`src/rtl/addr_ctrl_pkg.sv`:
```
// Shared types and encodings for the address/sequence controller:
// state enum, opcode constants, mux/ALU encodings and the per-state
// control-word decoder.
package addr_ctrl_pkg;

    typedef enum logic [4:0] {
        S_HALTED   = 5'd0,
        S_FETCH1   = 5'd1,
        S_FETCH2   = 5'd2,
        S_FETCH3   = 5'd3,
        S_DECODE   = 5'd4,
        S_ADD      = 5'd5,
        S_AND      = 5'd6,
        S_NOT      = 5'd7,
        S_BR       = 5'd8,
        S_BR_TAKEN = 5'd9,
        S_JMP      = 5'd10,
        S_JSR1     = 5'd11,
        S_JSR2     = 5'd12,
        S_LDR1     = 5'd13,
        S_LDR2     = 5'd14,
        S_LDR3     = 5'd15,
        S_STR1     = 5'd16,
        S_STR2     = 5'd17,
        S_STR3     = 5'd18,
        S_PAUSE1   = 5'd19,
        S_PAUSE2   = 5'd20
    } state_e;

    localparam logic [3:0] OP_BR    = 4'b0000;
    localparam logic [3:0] OP_ADD   = 4'b0001;
    localparam logic [3:0] OP_JSR   = 4'b0100;
    localparam logic [3:0] OP_AND   = 4'b0101;
    localparam logic [3:0] OP_LDR   = 4'b0110;
    localparam logic [3:0] OP_STR   = 4'b0111;
    localparam logic [3:0] OP_NOT   = 4'b1001;
    localparam logic [3:0] OP_JMP   = 4'b1100;
    localparam logic [3:0] OP_PAUSE = 4'b1101;

    localparam logic [1:0] PCMUX_INC   = 2'b00;
    localparam logic [1:0] PCMUX_BUS   = 2'b01;
    localparam logic [1:0] PCMUX_ADDER = 2'b10;

    localparam logic [1:0] ADDR2_ZERO  = 2'b00;
    localparam logic [1:0] ADDR2_OFF6  = 2'b01;
    localparam logic [1:0] ADDR2_OFF9  = 2'b10;
    localparam logic [1:0] ADDR2_OFF11 = 2'b11;

    localparam logic [1:0] ALUK_ADD   = 2'b00;
    localparam logic [1:0] ALUK_AND   = 2'b01;
    localparam logic [1:0] ALUK_NOT   = 2'b10;
    localparam logic [1:0] ALUK_PASSA = 2'b11;

    typedef struct packed {
        logic       ld_mar;
        logic       ld_mdr;
        logic       ld_ir;
        logic       ld_ben;
        logic       ld_cc;
        logic       ld_reg;
        logic       ld_pc;
        logic       ld_led;
        logic       gate_pc;
        logic       gate_mdr;
        logic       gate_alu;
        logic       gate_marmux;
        logic [1:0] pcmux;
        logic       addr1mux;
        logic [1:0] addr2mux;
        logic       drmux;
        logic       sr1mux;
        logic       sr2mux;
        logic [1:0] aluk;
        logic       mem_oe;
        logic       mem_we;
    } ctrl_t;

    // States whose length is set by the memory wait counter
    function automatic logic is_wait_state(state_e s);
        return (s == S_FETCH2) || (s == S_LDR2) || (s == S_STR3);
    endfunction

    // Control word for a state; anything not listed stays 0
    function automatic ctrl_t decode_ctrl(state_e s, logic ir_5, logic ir_11);
        ctrl_t c;
        c = '0;
        case (s)
            S_FETCH1: begin
                c.gate_pc = 1'b1;
                c.ld_mar  = 1'b1;
                c.ld_pc   = 1'b1;
                c.pcmux   = PCMUX_INC;
            end
            S_FETCH2, S_LDR2: begin
                c.mem_oe = 1'b1;
                c.ld_mdr = 1'b1;
            end
            S_FETCH3: begin
                c.gate_mdr = 1'b1;
                c.ld_ir    = 1'b1;
            end
            S_DECODE: c.ld_ben = 1'b1;
            S_ADD, S_AND: begin
                c.sr1mux   = 1'b1;
                c.sr2mux   = ir_5;
                c.aluk     = (s == S_ADD) ? ALUK_ADD : ALUK_AND;
                c.gate_alu = 1'b1;
                c.ld_reg   = 1'b1;
                c.ld_cc    = 1'b1;
            end
            S_NOT: begin
                c.sr1mux   = 1'b1;
                c.aluk     = ALUK_NOT;
                c.gate_alu = 1'b1;
                c.ld_reg   = 1'b1;
                c.ld_cc    = 1'b1;
            end
            S_BR_TAKEN: begin
                c.addr1mux = 1'b0;
                c.addr2mux = ADDR2_OFF9;
                c.pcmux    = PCMUX_ADDER;
                c.ld_pc    = 1'b1;
            end
            S_JMP: begin
                c.sr1mux   = 1'b1;
                c.addr1mux = 1'b1;
                c.addr2mux = ADDR2_ZERO;
                c.pcmux    = PCMUX_ADDER;
                c.ld_pc    = 1'b1;
            end
            S_JSR1: begin
                c.gate_pc = 1'b1;
                c.drmux   = 1'b1;
                c.ld_reg  = 1'b1;
            end
            S_JSR2: begin
                if (ir_11) begin
                    c.addr1mux = 1'b0;
                    c.addr2mux = ADDR2_OFF11;
                end else begin
                    c.addr1mux = 1'b1;
                    c.sr1mux   = 1'b1;
                    c.addr2mux = ADDR2_ZERO;
                end
                c.pcmux = PCMUX_ADDER;
                c.ld_pc = 1'b1;
            end
            S_LDR1, S_STR1: begin
                c.sr1mux      = 1'b1;
                c.addr1mux    = 1'b1;
                c.addr2mux    = ADDR2_OFF6;
                c.gate_marmux = 1'b1;
                c.ld_mar      = 1'b1;
            end
            S_LDR3: begin
                c.gate_mdr = 1'b1;
                c.ld_reg   = 1'b1;
                c.ld_cc    = 1'b1;
            end
            S_STR2: begin
                c.sr1mux   = 1'b0;
                c.aluk     = ALUK_PASSA;
                c.gate_alu = 1'b1;
                c.ld_mdr   = 1'b1;
            end
            S_STR3:   c.mem_we = 1'b1;
            S_PAUSE1: c.ld_led = 1'b1;
            default:  c = '0;
        endcase
        return c;
    endfunction

endpackage

```
`src/rtl/mem_wait_ctr.sv`:
```
// Memory wait counter: cleared on request, counts up and saturates at 7,
// flags the last cycle of a LIMIT-cycle access.
module mem_wait_ctr #(
    parameter int unsigned LIMIT = 2
) (
    input  logic clk,
    input  logic rst_n,
    input  logic clear,
    output logic done
);

    logic [2:0] count;

    // Count wait cycles; saturating so it can never wrap back to "done"
    always_ff @(posedge clk) begin
        if (!rst_n) begin
            count <= '0;
        end else if (clear) begin
            count <= '0;
        end else if (count != 3'd7) begin
            count <= count + 3'd1;
        end
    end

    assign done = (count == 3'(LIMIT - 1));

endmodule

```
`src/rtl/addr_seq_ctrl.sv`:
```
// Microsequencer for a small LC-3 style datapath: fetch/decode/execute FSM
// with memory wait states and a run/pause handshake.
module addr_seq_ctrl
    import addr_ctrl_pkg::*;
#(
    parameter int unsigned MEM_WAIT = 2
) (
    input  logic       Clk,
    input  logic       Reset,
    input  logic       Run,
    input  logic       Continue,
    input  logic [3:0] Opcode,
    input  logic       IR_5,
    input  logic       IR_11,
    input  logic       BEN,
    output logic       LD_MAR,
    output logic       LD_MDR,
    output logic       LD_IR,
    output logic       LD_BEN,
    output logic       LD_CC,
    output logic       LD_REG,
    output logic       LD_PC,
    output logic       LD_LED,
    output logic       GatePC,
    output logic       GateMDR,
    output logic       GateALU,
    output logic       GateMARMUX,
    output logic [1:0] PCMUX,
    output logic       ADDR1MUX,
    output logic [1:0] ADDR2MUX,
    output logic       DRMUX,
    output logic       SR1MUX,
    output logic       SR2MUX,
    output logic [1:0] ALUK,
    output logic       Mem_OE,
    output logic       Mem_WE,
    output logic [4:0] State_dbg
);

    state_e state;
    state_e state_nxt;
    ctrl_t  ctrl;
    logic   wait_done;
    logic   wait_clear;

    // Next-state selection
    always_comb begin
        state_nxt = state;
        case (state)
            S_HALTED: if (Run) state_nxt = S_FETCH1;
            S_FETCH1: state_nxt = S_FETCH2;
            S_FETCH2: if (wait_done) state_nxt = S_FETCH3;
            S_FETCH3: state_nxt = S_DECODE;
            S_DECODE: begin
                case (Opcode)
                    OP_ADD:   state_nxt = S_ADD;
                    OP_AND:   state_nxt = S_AND;
                    OP_NOT:   state_nxt = S_NOT;
                    OP_BR:    state_nxt = S_BR;
                    OP_JMP:   state_nxt = S_JMP;
                    OP_JSR:   state_nxt = S_JSR1;
                    OP_LDR:   state_nxt = S_LDR1;
                    OP_STR:   state_nxt = S_STR1;
                    OP_PAUSE: state_nxt = S_PAUSE1;
                    default:  state_nxt = S_FETCH1;
                endcase
            end
            S_ADD, S_AND, S_NOT, S_BR_TAKEN, S_JMP, S_JSR2, S_LDR3:
                state_nxt = S_FETCH1;
            S_BR:     state_nxt = BEN ? S_BR_TAKEN : S_FETCH1;
            S_JSR1:   state_nxt = S_JSR2;
            S_LDR1:   state_nxt = S_LDR2;
            S_LDR2:   if (wait_done) state_nxt = S_LDR3;
            S_STR1:   state_nxt = S_STR2;
            S_STR2:   state_nxt = S_STR3;
            S_STR3:   if (wait_done) state_nxt = S_FETCH1;
            S_PAUSE1: if (Continue) state_nxt = S_PAUSE2;
            S_PAUSE2: if (!Continue) state_nxt = S_FETCH1;
            default:  state_nxt = S_HALTED;
        endcase
    end

    // Any state change (or being outside a wait state) restarts the count,
    // so every wait state is entered with a zero count.
    assign wait_clear = (state_nxt != state) || !is_wait_state(state);

    mem_wait_ctr #(
        .LIMIT(MEM_WAIT)
    ) u_wait (
        .clk  (Clk),
        .rst_n(Reset),
        .clear(wait_clear),
        .done (wait_done)
    );

    // State register with control word registered from the state being entered,
    // so outputs are a pure function of the current state
    always_ff @(posedge Clk) begin
        if (!Reset) begin
            state <= S_HALTED;
            ctrl  <= '0;
        end else begin
            state <= state_nxt;
            ctrl  <= decode_ctrl(state_nxt, IR_5, IR_11);
        end
    end

    assign LD_MAR     = ctrl.ld_mar;
    assign LD_MDR     = ctrl.ld_mdr;
    assign LD_IR      = ctrl.ld_ir;
    assign LD_BEN     = ctrl.ld_ben;
    assign LD_CC      = ctrl.ld_cc;
    assign LD_REG     = ctrl.ld_reg;
    assign LD_PC      = ctrl.ld_pc;
    assign LD_LED     = ctrl.ld_led;
    assign GatePC     = ctrl.gate_pc;
    assign GateMDR    = ctrl.gate_mdr;
    assign GateALU    = ctrl.gate_alu;
    assign GateMARMUX = ctrl.gate_marmux;
    assign PCMUX      = ctrl.pcmux;
    assign ADDR1MUX   = ctrl.addr1mux;
    assign ADDR2MUX   = ctrl.addr2mux;
    assign DRMUX      = ctrl.drmux;
    assign SR1MUX     = ctrl.sr1mux;
    assign SR2MUX     = ctrl.sr2mux;
    assign ALUK       = ctrl.aluk;
    assign Mem_OE     = ctrl.mem_oe;
    assign Mem_WE     = ctrl.mem_we;
    assign State_dbg  = state;

endmodule

```
`config.mk`:
```
export PLATFORM = sky130hd
export DESIGN_NAME = addr_seq_ctrl
export DESIGN_NICKNAME = d
export VERILOG_FILES = /design/src/rtl/addr_ctrl_pkg.sv /design/src/rtl/mem_wait_ctr.sv /design/src/rtl/addr_seq_ctrl.sv
export SDC_FILE = /design/constraint.sdc
export NUM_CORES = 1
export LEC_CHECK = 0
export CORE_UTILIZATION = 45
export CTS_CLUSTER_DIAMETER = 50
export CTS_CLUSTER_SIZE = 12
export DETAILED_ROUTE_END_ITERATION = 8
export GPL_ROUTABILITY_DRIVEN = 0
export PLACE_DENSITY = 0.76
export SYNTH_ARGS = -nofsm -noshare
export SYNTH_HDL_FRONTEND = slang
export SYNTH_SLANG_ARGS = --single-unit
```
`constraint.sdc`:
```
create_clock -name Clk -period 2.7 [get_ports Clk]
set_clock_uncertainty 0.2 [all_clocks]
set_input_delay 0.27 -clock Clk [delete_from_list [all_inputs] [get_ports Clk]]
set_output_delay 0.27 -clock Clk [all_outputs]
set_load 0.005 [all_outputs]
```
==> impl_metrics.toml <==
[min_path]
hold_class = "register to register"
hold-path-cell-count = 2
hp-start = "u_wait.count[1]"
whs_endpoint = "u_wait.count[1]"

[setup_path]
r2r_slack_ns = 0.17
critPathLaunchType = "register"
critical_path_peak_fanout = 17
start_to_end_type_of_the_worst_setup_path = "register to register"
crit-reg2reg-capture = "LD_PC"
worstSetupStartpoint = "State_dbg[2]"
timing.critical_path.to_type = "register"
worst_r2r_startpoint = "State_dbg[2]"
arrival_time_of_the_worst_setup_path_ns = 2.54
crit_required_ns = 2.71
worstRegToRegCells = 6

[final_layout]
diodes = 0
finalNetCount = 278
final_area_sq_mm = 0.00250
post_route_cells_drive_above_1_share = 0.206
syn_to_final_growth_pct = 34.2

[global_routing]
grt_start_max_net_pins = 18
antenna_found_initial = 0
first_pass_grt_wire_length_um = 6660
first_global_vias = 1508
grt.overflow.total = 0
globalRouteTotalUtil = 0.200

[yosys]
synth_cells = 207
synth_top_cells_by_area = "sky130_fd_sc_hd__dfxtp_1, sky130_fd_sc_hd__a21oi_1, sky130_fd_sc_hd__ha_1"
postSynth.topFlopCell = "sky130_fd_sc_hd__dfxtp_1"
postSynthNetCount = 224
synth_top_cell_area_share = 0.334
synth_area_per_cell_sq_um = 8.99
ys_seq_area_frac = 0.334
post_synth_instance_area_sq_mm = 0.00186
synth_edf_count = 0
synth_top_cell_by_area = "sky130_fd_sc_hd__dfxtp_1"
synth.distinct_cells = 64
postSynth.asyncResetShare = 0
yosys_warnings = 0
synth_seq_cells = 31

[pwr]
p_sw_frac = 0.256
power.leakage_nw = 0.968
p_switching_w = 0.000309
power_frac_comb = 0.214
power.clock.fraction = 0.383
worst_vdd_rail_ir_drop_uv = 427
power_report.internal_total_w = 0.000901
pwr_density_cell_mw_per_mm2 = 484
share_of_total_power_in_sequential_cells = 0.402
fin_total_pwr_w = 0.00121

[sta]
fin_crit_sh = 0.936
post-route-worst-setup-slack_ns = 0.173
layout_min_cycle_time_ns = 2.53
slew-limit-headroom = 0.598
setup_viol = 0
maxSlewViolCount = 0
number_of_hold_violations_in_the_final_report = 0
rsz0062_at_grt = "no"
worstMarginPinSlew_ns = 0.603
fmaxAchievable_mhz = 396

[die]
die_h_um = 66.3
fp.dieW_um = 66.3
floorplan.io_pins = 40
core_region_area_sq_mm = 0.00397
start_util = 0.468
design.die.area_sq_mm = 0.00440
std_cell_rows = 23

[cts]
cts_post_setup_buffers_inserted = 0
numCtsBuffers = 5
path_clk_slew_ns = 0.07
tritoncts_num_sinks = 31
ctsHoldBuffers = 0
cts-htree-levels = 2
worstSkewPairLatency_ns = 0.28
ctsResizeCount = 0
cts_tree = "built"
cts_max_path_bufs = 2
cts-root-buf = "sky130_fd_sc_hd__clkbuf_8"

[drt]
viasPerCell = 5.47
drcViolationCount = 0
totalWireLength_um = 4290
antenna_violating_nets_post_route = 0
wl_per_cell_um = 13.7
dr.first_iter.drc_count = 88
firstDrtPassIters = 4
vias = 1707

[placement]
dpl-instance-area_sq_mm = 0.00238
detailedPlacementHpwl_um = 3220
port_buffers = 38
post-place-ws_ns = -0.0338

[run_status]
outcome = "completed"

[job]
timing.max_cap.violations = 0
## critical path, stage by stage, from the launching register on
cell	delay (ns)
sky130_fd_sc_hd__dfxtp_1	0.70
sky130_fd_sc_hd__or2b_1	0.31
sky130_fd_sc_hd__a2111oi_2	0.31
sky130_fd_sc_hd__o32ai_2	0.23
sky130_fd_sc_hd__nand3_1	0.10
sky130_fd_sc_hd__or4b_1	0.47
sky130_fd_sc_hd__a21oi_1	0.14
## Yosys cell counts, types with 2 or more instances
master and number:
sky130_fd_sc_hd__or2b_1 3, sky130_fd_sc_hd__inv_1 8, sky130_fd_sc_hd__nor4_1 5, sky130_fd_sc_hd__o21ai_2 2, sky130_fd_sc_hd__buf_2 8, sky130_fd_sc_hd__o21ai_1 2, sky130_fd_sc_hd__dfxtp_1 31, sky130_fd_sc_hd__o2111a_1 2
sky130_fd_sc_hd__nand3_1 6, sky130_fd_sc_hd__nand2b_1 4, sky130_fd_sc_hd__xnor2_1 4, sky130_fd_sc_hd__and3_1 2, sky130_fd_sc_hd__mux2i_1 2, sky130_fd_sc_hd__nor3_2 2, sky130_fd_sc_hd__o32a_1 2, sky130_fd_sc_hd__buf_4 3
sky130_fd_sc_hd__a211oi_1 2, sky130_fd_sc_hd__a21oi_1 19, sky130_fd_sc_hd__ha_1 6, sky130_fd_sc_hd__nand2_2 2, sky130_fd_sc_hd__buf_6 4, sky130_fd_sc_hd__nand2_1 12, sky130_fd_sc_hd__o211ai_1 5, sky130_fd_sc_hd__nor2_1 15
sky130_fd_sc_hd__or3_1 3, sky130_fd_sc_hd__nor3_1 3, sky130_fd_sc_hd__nand4_1 4, sky130_fd_sc_hd__and2_1 2, sky130_fd_sc_hd__a211oi_2 2, sky130_fd_sc_hd__nand3b_1 6, sky130_fd_sc_hd__o2111ai_1 3
## power by group through the flow
| stage | sequential [W] | clock (W) | combinational (W) |
|---|---|---|---|
| after detailed placement | 0.000497 | 0 | 0.000256 |
| after CTS | 0.000486 | 0.000474 | 0.000257 |
| after global routing | 0.000488 | 0.000493 | 0.000281 |
| after floorplan | 0.000491 | 0 | 0.000160 |
| final | 0.000487 | 0.000464 | 0.000259 |
| after global placement | 0.000497 | 0 | 0.000253 |
## how the worst max path moves through the flow
stage | cells after the start | to | slack [ns]
2_1_floorplan | 8 | ALUK[1] | 0.55
3_3_place_gp | 8 | LD_PC | -0.02
3_5_place_dp | 8 | LD_PC | -0.03
4_1_cts | 6 | LD_PC | 0.16
5_1_grt | 6 | LD_REG | 0.05
6_report | 6 | LD_PC | 0.17
## metrics by stage
stage	hold WS, ns	TNS [ns]	util	instances
6_report	0.321	0	0.629	312
5_1_grt	0.352	0	0.629	312
4_1_cts	0.325	0	0.629	312
3_5_place_dp	0.309	-0.0778	0.599	304
3_3_place_gp	0.303	-0.0161	0.599	304
2_1_floorplan	0.210	0	-	207
## cell families after synthesis
group,Yosys count,share of synthesized area
compound gates,54,0.235
xor+xnor,5,0.0235
fa+ha+maj,6,0.0403
buf+inv,24,0.0760
flops,31,0.334
mux,3,0.0168
other cells,1,0.00202
simple gates,83,0.273
## routing by layer
layer / routed length, um / up-vias / GRT usage
li1: - / 858 / -
met1: 2120 / 796 / 0.262
met2: 1880 / 41 / 0.304
met3: 194 / 12 / 0.0621
met4: 93 / 0 / 0.0798
met5: 0 / - / 0
## area by class of cell
type / instances / area, sq um
fillers: 345 / 1470
clock inverters: 2 / 35.0
flip-flops and latches: 31 / 621
clock buffers: 6 / 82.6
inverters: 8 / 30.0
repair buffers: 63 / 568
well taps: 50 / 62.6
multi-input cells: 152 / 1100
## cells in the final DEF (no fill, tap or decap), types with 2 or more instances in the layout
master	Yosys	routed
sky130_fd_sc_hd__inv_1	8	8
sky130_fd_sc_hd__o2111a_1	2	2
sky130_fd_sc_hd__clkbuf_8	0	6
sky130_fd_sc_hd__buf_4	3	25
sky130_fd_sc_hd__o2111ai_1	3	3
sky130_fd_sc_hd__nand2b_1	4	4
sky130_fd_sc_hd__nand3_1	6	6
sky130_fd_sc_hd__dfxtp_1	31	31
sky130_fd_sc_hd__o21ai_1	2	2
sky130_fd_sc_hd__or3_1	3	3
sky130_fd_sc_hd__a211oi_2	2	2
sky130_fd_sc_hd__nor2_1	15	15
sky130_fd_sc_hd__mux2i_1	2	2
sky130_fd_sc_hd__a21oi_1	19	19
sky130_fd_sc_hd__or2b_1	3	3
sky130_fd_sc_hd__o21ai_2	2	2
sky130_fd_sc_hd__nand4_1	4	4
sky130_fd_sc_hd__nor3_1	3	3
sky130_fd_sc_hd__nand3b_1	6	6
sky130_fd_sc_hd__clkdlybuf4s50_1	0	38
sky130_fd_sc_hd__nor3_2	2	2
sky130_fd_sc_hd__o211ai_1	5	5
sky130_fd_sc_hd__nor4_1	5	5
sky130_fd_sc_hd__ha_1	6	6
sky130_fd_sc_hd__and2_1	2	2
sky130_fd_sc_hd__a211oi_1	2	2
sky130_fd_sc_hd__and3_1	2	2
sky130_fd_sc_hd__nand2_2	2	2
sky130_fd_sc_hd__xnor2_1	4	4
sky130_fd_sc_hd__o32a_1	2	2
sky130_fd_sc_hd__nand2_1	12	12
## sequential cells by signal (all words and copies together), names as in the netlist, 2 cells and up
name          cells
ADDR2MUX          2
ALUK              2
State_dbg         5
u_wait.count      3
Power figures use the tool's default switching activity.
